## src/rtl/seg7_pkg.sv

```systemverilog
// Shared constants for the seven-segment frame capture block: active-low digit
// patterns, the blank pattern, the capture FSM state type and the default frame size.
package seg7_pkg;

  localparam int NDIGITS_DEF = 4;

  localparam logic [6:0] SEG_0     = 7'h40;
  localparam logic [6:0] SEG_1     = 7'h79;
  localparam logic [6:0] SEG_2     = 7'h24;
  localparam logic [6:0] SEG_3     = 7'h30;
  localparam logic [6:0] SEG_4     = 7'h19;
  localparam logic [6:0] SEG_5     = 7'h12;
  localparam logic [6:0] SEG_6     = 7'h02;
  localparam logic [6:0] SEG_7     = 7'h78;
  localparam logic [6:0] SEG_8     = 7'h00;
  localparam logic [6:0] SEG_9     = 7'h10;
  localparam logic [6:0] SEG_BLANK = 7'h7F;

  // Element i holds the pattern for digit i.
  localparam logic [9:0][6:0] SEG_TABLE = {SEG_9, SEG_8, SEG_7, SEG_6, SEG_5,
                                           SEG_4, SEG_3, SEG_2, SEG_1, SEG_0};

  typedef enum logic {
    COLLECT = 1'b0,
    HOLD    = 1'b1
  } state_e;

endpackage

```

## src/rtl/seg7_decode.sv

```systemverilog
// Combinational active-low seven-segment to BCD decoder; the blank pattern reads
// as 0 with blank set, anything unrecognised reads as 4'hF with invalid set.
module seg7_decode
  import seg7_pkg::*;
(
  input  logic [6:0] seg_i,
  output logic [3:0] bcd_o,
  output logic       blank_o,
  output logic       invalid_o
);

  always_comb begin
    bcd_o     = 4'hF;
    blank_o   = 1'b0;
    invalid_o = 1'b1;
    if (seg_i == SEG_BLANK) begin
      bcd_o     = 4'h0;
      blank_o   = 1'b1;
      invalid_o = 1'b0;
    end
    for (int i = 0; i < 10; i++) begin
      if (seg_i == SEG_TABLE[i]) begin
        bcd_o     = 4'(i);
        invalid_o = 1'b0;
      end
    end
  end

endmodule

```

## src/rtl/seg7_capture.sv

```systemverilog
// Shifts NDIGITS decoded digits into a frame and holds it until the consumer takes it;
// out_valid rises on the edge accepting the last digit, and seg_ready is low while holding.
module seg7_capture
  import seg7_pkg::*;
#(
  parameter int NDIGITS = NDIGITS_DEF
) (
  input  logic                   clk,
  input  logic                   reset,
  input  logic [6:0]             seg,
  input  logic                   seg_valid,
  output logic                   seg_ready,
  input  logic                   abort,
  output logic [4*NDIGITS-1:0]   frame,
  output logic [NDIGITS-1:0]     blank_mask,
  output logic                   frame_err,
  output logic                   out_valid,
  input  logic                   out_ready,
  output logic [7:0]             err_count
);

  localparam int IDX_W = (NDIGITS > 1) ? $clog2(NDIGITS) : 1;
  localparam logic [IDX_W-1:0] LAST_IDX = IDX_W'(NDIGITS - 1);

  state_e                 state_q;
  logic [IDX_W-1:0]       idx_q;
  logic [4*NDIGITS-1:0]   frame_q, frame_d;
  logic [NDIGITS-1:0]     blank_q, blank_d;
  logic                   ferr_q;
  logic                   ovld_q;
  logic [7:0]             errc_q, errc_d;

  logic [3:0]             dec_bcd;
  logic                   dec_blank;
  logic                   dec_invalid;

  seg7_decode u_decode (
    .seg_i     (seg),
    .bcd_o     (dec_bcd),
    .blank_o   (dec_blank),
    .invalid_o (dec_invalid)
  );

  assign seg_ready = (state_q == COLLECT) && !abort;

  // Earlier digits migrate toward the MS nibble as new ones enter at the bottom.
  always_comb begin
    frame_d      = frame_q << 4;
    frame_d[3:0] = dec_bcd;
    blank_d      = blank_q << 1;
    blank_d[0]   = dec_blank;
    errc_d       = (dec_invalid && (errc_q != 8'hFF)) ? errc_q + 8'd1 : errc_q;
  end

  always_ff @(posedge clk or posedge reset) begin
    if (reset) begin
      state_q <= COLLECT;
      idx_q   <= '0;
      frame_q <= '0;
      blank_q <= '0;
      ferr_q  <= 1'b0;
      ovld_q  <= 1'b0;
      errc_q  <= '0;
    end else begin
      case (state_q)
        COLLECT: begin
          if (abort) begin
            idx_q   <= '0;
            frame_q <= '0;
            blank_q <= '0;
            ferr_q  <= 1'b0;
          end else if (seg_valid) begin
            frame_q <= frame_d;
            blank_q <= blank_d;
            ferr_q  <= ferr_q | dec_invalid;
            errc_q  <= errc_d;
            if (idx_q == LAST_IDX) begin
              idx_q   <= '0;
              state_q <= HOLD;
              ovld_q  <= 1'b1;
            end else begin
              idx_q <= idx_q + IDX_W'(1);
            end
          end
        end
        HOLD: begin
          // Clearing here gives the next frame a fresh blank/error history.
          if (out_ready) begin
            state_q <= COLLECT;
            ovld_q  <= 1'b0;
            frame_q <= '0;
            blank_q <= '0;
            ferr_q  <= 1'b0;
          end
        end
        default: state_q <= COLLECT;
      endcase
    end
  end

  assign frame      = frame_q;
  assign blank_mask = blank_q;
  assign frame_err  = ferr_q;
  assign out_valid  = ovld_q;
  assign err_count  = errc_q;

endmodule
```

## config.mk

```make
export PLATFORM = sky130hd
export DESIGN_NAME = seg7_capture
export DESIGN_NICKNAME = d
export VERILOG_FILES = /design/src/rtl/seg7_pkg.sv /design/src/rtl/seg7_decode.sv /design/src/rtl/seg7_capture.sv
export SDC_FILE = /design/constraint.sdc
export NUM_CORES = 1
export LEC_CHECK = 0
export CAP_MARGIN = 20
export CORE_MARGIN = 2
export CORE_UTILIZATION = 51
export DETAILED_ROUTE_END_ITERATION = 12
export PLACE_DENSITY = 0.85
export SLEW_MARGIN = 0
export SYNTH_ARGS = -nofsm -noshare
export SYNTH_HDL_FRONTEND = slang
export SYNTH_SLANG_ARGS = --single-unit
export TNS_END_PERCENT = 1
```

## constraint.sdc

```tcl
create_clock -name clk -period 4.9 [get_ports clk]
set_clock_uncertainty 0.2 [all_clocks]
set_input_delay 0.735 -clock clk [delete_from_list [all_inputs] [get_ports clk]]
set_output_delay 0.735 -clock clk [all_outputs]
set_load 0.01 [all_outputs]
```

==> qor.yml <==
synth:
  synth_most_common_cell: "dfrtp_1"
  synth-compound-area-share_pct: 19.5
  ys_ff_latch: 33
  synth_xor_area_share_pct: 4.90
  synth_top_family_by_area: "compound AO/OA/AOI/OAI gates"
  avgSynthCellArea_um2: 11.1
  synthArstFlopShare_pct: 100
  netlist_area_um2: 1610
  synthSimpleGateAreaFrac_pct: 17.5
  synth-main-ff-cell: "dfrtp_1"
  synthMuxAreaShare_pct: 1.56
  yosysTopAreaCellShare_pct: 51.4
  ys_top_cells_by_area: "dfrtp_1 (51%), a22o_1 (10%), xnor2_1 (4.9%), nand4_1 (3.1%), nand2_1 (2.8%)"
  synthCells: 145
  synth.distinct_cells: 38
  synthTopCellsByCount: "dfrtp_1 (33), a22o_1 (19), nand2_1 (12), nor2_1 (11), xnor2_1 (9)"
  synth_fa_ha_area_share_pct: 1.56
  yosysWarnings: 0
  synthesis.nets: 159
  ys_seq_area_share_pct: 51.4
  synth-edff-count: 0
  synth_top_area_cell: "dfrtp_1"
routing:
  drt_iter0_drc: 52
  viasPerCell: 5.57
  finalWirelength_um: 3410
  detail-route-antenna-nets: 0
  drcViolationCount: 0
  first_pass_iters: 5
  routedWlPerCell_um: 14.6
  vias: 1298
clock_tree:
  clkLatencyLatePin_ns: 0.33
  cts_buffer_depth: 2
  cts_tree: "built"
  ctsHoldBuffers: 0
  cts_sinks: 33
  h-tree-depth: 2
  numCtsBuffers: 5
  clkSlewWorstSetupHoldPaths_ns: 0.10
  post-cts-setup-buffer-count: 0
  cts_resized: 0
  cts_root_buf: "clkbuf_4"
sta:
  fin_tns_setup_ns: 0
  post-route-min-period_ns: 2.99
  worst_slew_pin_slew_ns: 1.04
  fin_crit_sh_pct: 61.1
  clock.fmax_mhz: 334
  slew_violations: 0
  whs_ns: 0.305
  relSlewSlack_pct: 30.3
  rsz0062_at_grt: "false"
  final.setup.worst_slack_ns: 1.91
  setup_viol: 0
  hold_viol: 0
layout:
  final_nets: 202
  final_core_util_pct: 70.7
  antenna_cells: 0
  final_area_um2: 2140
  multi_input_comb_area_um2: 728
  fin_cells: 233
  seq_area_um2: 826
  drive_above_1_share_pct: 10.1
  fillers: 228
  syn2layout_area_growth_pct: 33.2
global_routing:
  grtUsageTotal_pct: 21.3
  antenna_found_initial: 0
  grt_pass1_vias: 1212
  grt_max_degree: 34
  grt_pass1_wl_um: 5550
  grt_overflow: 0
power_and_ir_drop:
  leakage_nw: 0.903
  power_density_nw_per_um2: 352
  vdd_drop_max_mv: 0.226
  p_switching_mw: 0.217
  combPwrFrac_pct: 25.3
  p_total_mw: 0.754
  seqPwrFrac_pct: 46.5
  cell_internal_pwr_mw: 0.537
  clkPwrFrac_pct: 28.2
  p_sw_share_pct: 28.8
setup_path:
  cp_data_required_time_ns: 3.96
  crit_type: "in -> out"
  r2r_setup_slack_ns: 2.87
  timing.rr.end: "err_count[1]$_DFFE_PP0P_"
  setup.worst_path.end_class: "output port"
  r2r_cells: 5
  r2r_start: "state_q$_DFF_PP0_"
  crit_path_max_fanout: 6
  critPathLaunchType: "input pin"
  cp_data_arrival_time_ns: 2.06
floorplan:
  chipWidth_um: 60.1
  pin_count: 43
  dieArea_um2: 3620
  die_h_um: 60.1
  rows: 20
  core_um2: 3030
  initial_utilization_pct: 53.1
hold_path:
  min_path_cells: 1
  min_from: "idx_q[0]$_DFFE_PP0P_"
  min_to: "idx_q[0]$_DFFE_PP0P_"
  min_path_type: "reg -> reg"
placed_design:
  place_ws_ns: 1.87
  io_buffers: 42
  gp_congestion: 0.770
  placed_cell_area_um2: 2060
  place_inst: 225
  hpwlAfterDp_um: 2520
run:
  maxCapViolations: 0
outcome:
  status: "finished clean"
==> placed cells by master, fill, tap and decap left out, drive strengths merged, types with 6 or more instances in the layout <==
cell and n:
nand2 13, nand4 8, dfrtp 33, clkdlybuf4s50 42, a22o 19, xnor2 9, clkbuf 7, nand3 6
nor2 12
==> power by group through the flow <==
stage / registers [mW] / clock network [mW] / logic [mW]
after floorplan: 0.362 / 0 / 0.0818
after global placement: 0.351 / 0 / 0.185
after detailed placement: 0.355 / 0 / 0.192
after CTS: 0.351 / 0.217 / 0.194
after global routing: 0.356 / 0.234 / 0.206
final: 0.351 / 0.213 / 0.191
==> cells by family after synthesis <==
logic type,Yosys count
compound gates,35
xor+xnor,9
fa+ha+maj,2
buf+inv,11
flops,33
mux,2
simple gates,53
==> worst max path at each step <==
| stage | start | endpoint | slack (ns) | cells after the start |
|---|---|---|---|---|
| 5_1_grt | abort | seg_ready | 1.85 | 3 |
| 6_report | abort | seg_ready | 1.91 | 3 |
| 3_5_place_dp | seg[4] | err_count[1]$_DFFE_PP0P_ | 1.87 | 6 |
| 4_1_cts | abort | seg_ready | 1.90 | 3 |
| 3_3_place_gp | abort | seg_ready | 1.94 | 3 |
| 2_1_floorplan | seg[4] | err_count[1]$_DFFE_PP0P_ | 2.59 | 6 |
==> sequential cells by signal (all words and copies together) (netlist names) <==
name and cells:
err_count 8, idx_q 2, state_q 1, frame_err 1, frame 16, out_valid 1
blank_mask 4
==> metal layers <==
| layer | share of wire (%) | vias to the layer above | global-route usage [%] |
|---|---|---|---|
| met5 | 0 | - | 0 |
| li1 | - | 619 | - |
| met3 | 5.1 | 4 | 6.93 |
| met2 | 50 | 39 | 34.3 |
| met1 | 44 | 636 | 26.4 |
| met4 | 0.79 | 0 | 8.25 |
==> cell type report <==
class | instances | area share [%]
inverters | 3 | 0.526
flip-flops and latches | 33 | 38.6
clock inverters | 1 | 1.40
clock buffers | 7 | 2.57
multi-input cells | 101 | 34.0
repair buffers | 44 | 20.3
well taps | 44 | 2.57
==> worst max-delay path: stages <==
cell	delay [ns]
clkdlybuf4s50_1	0.53
nor2_2	0.23
clkdlybuf4s50_1	0.57
Power figures use the tool's default switching activity.
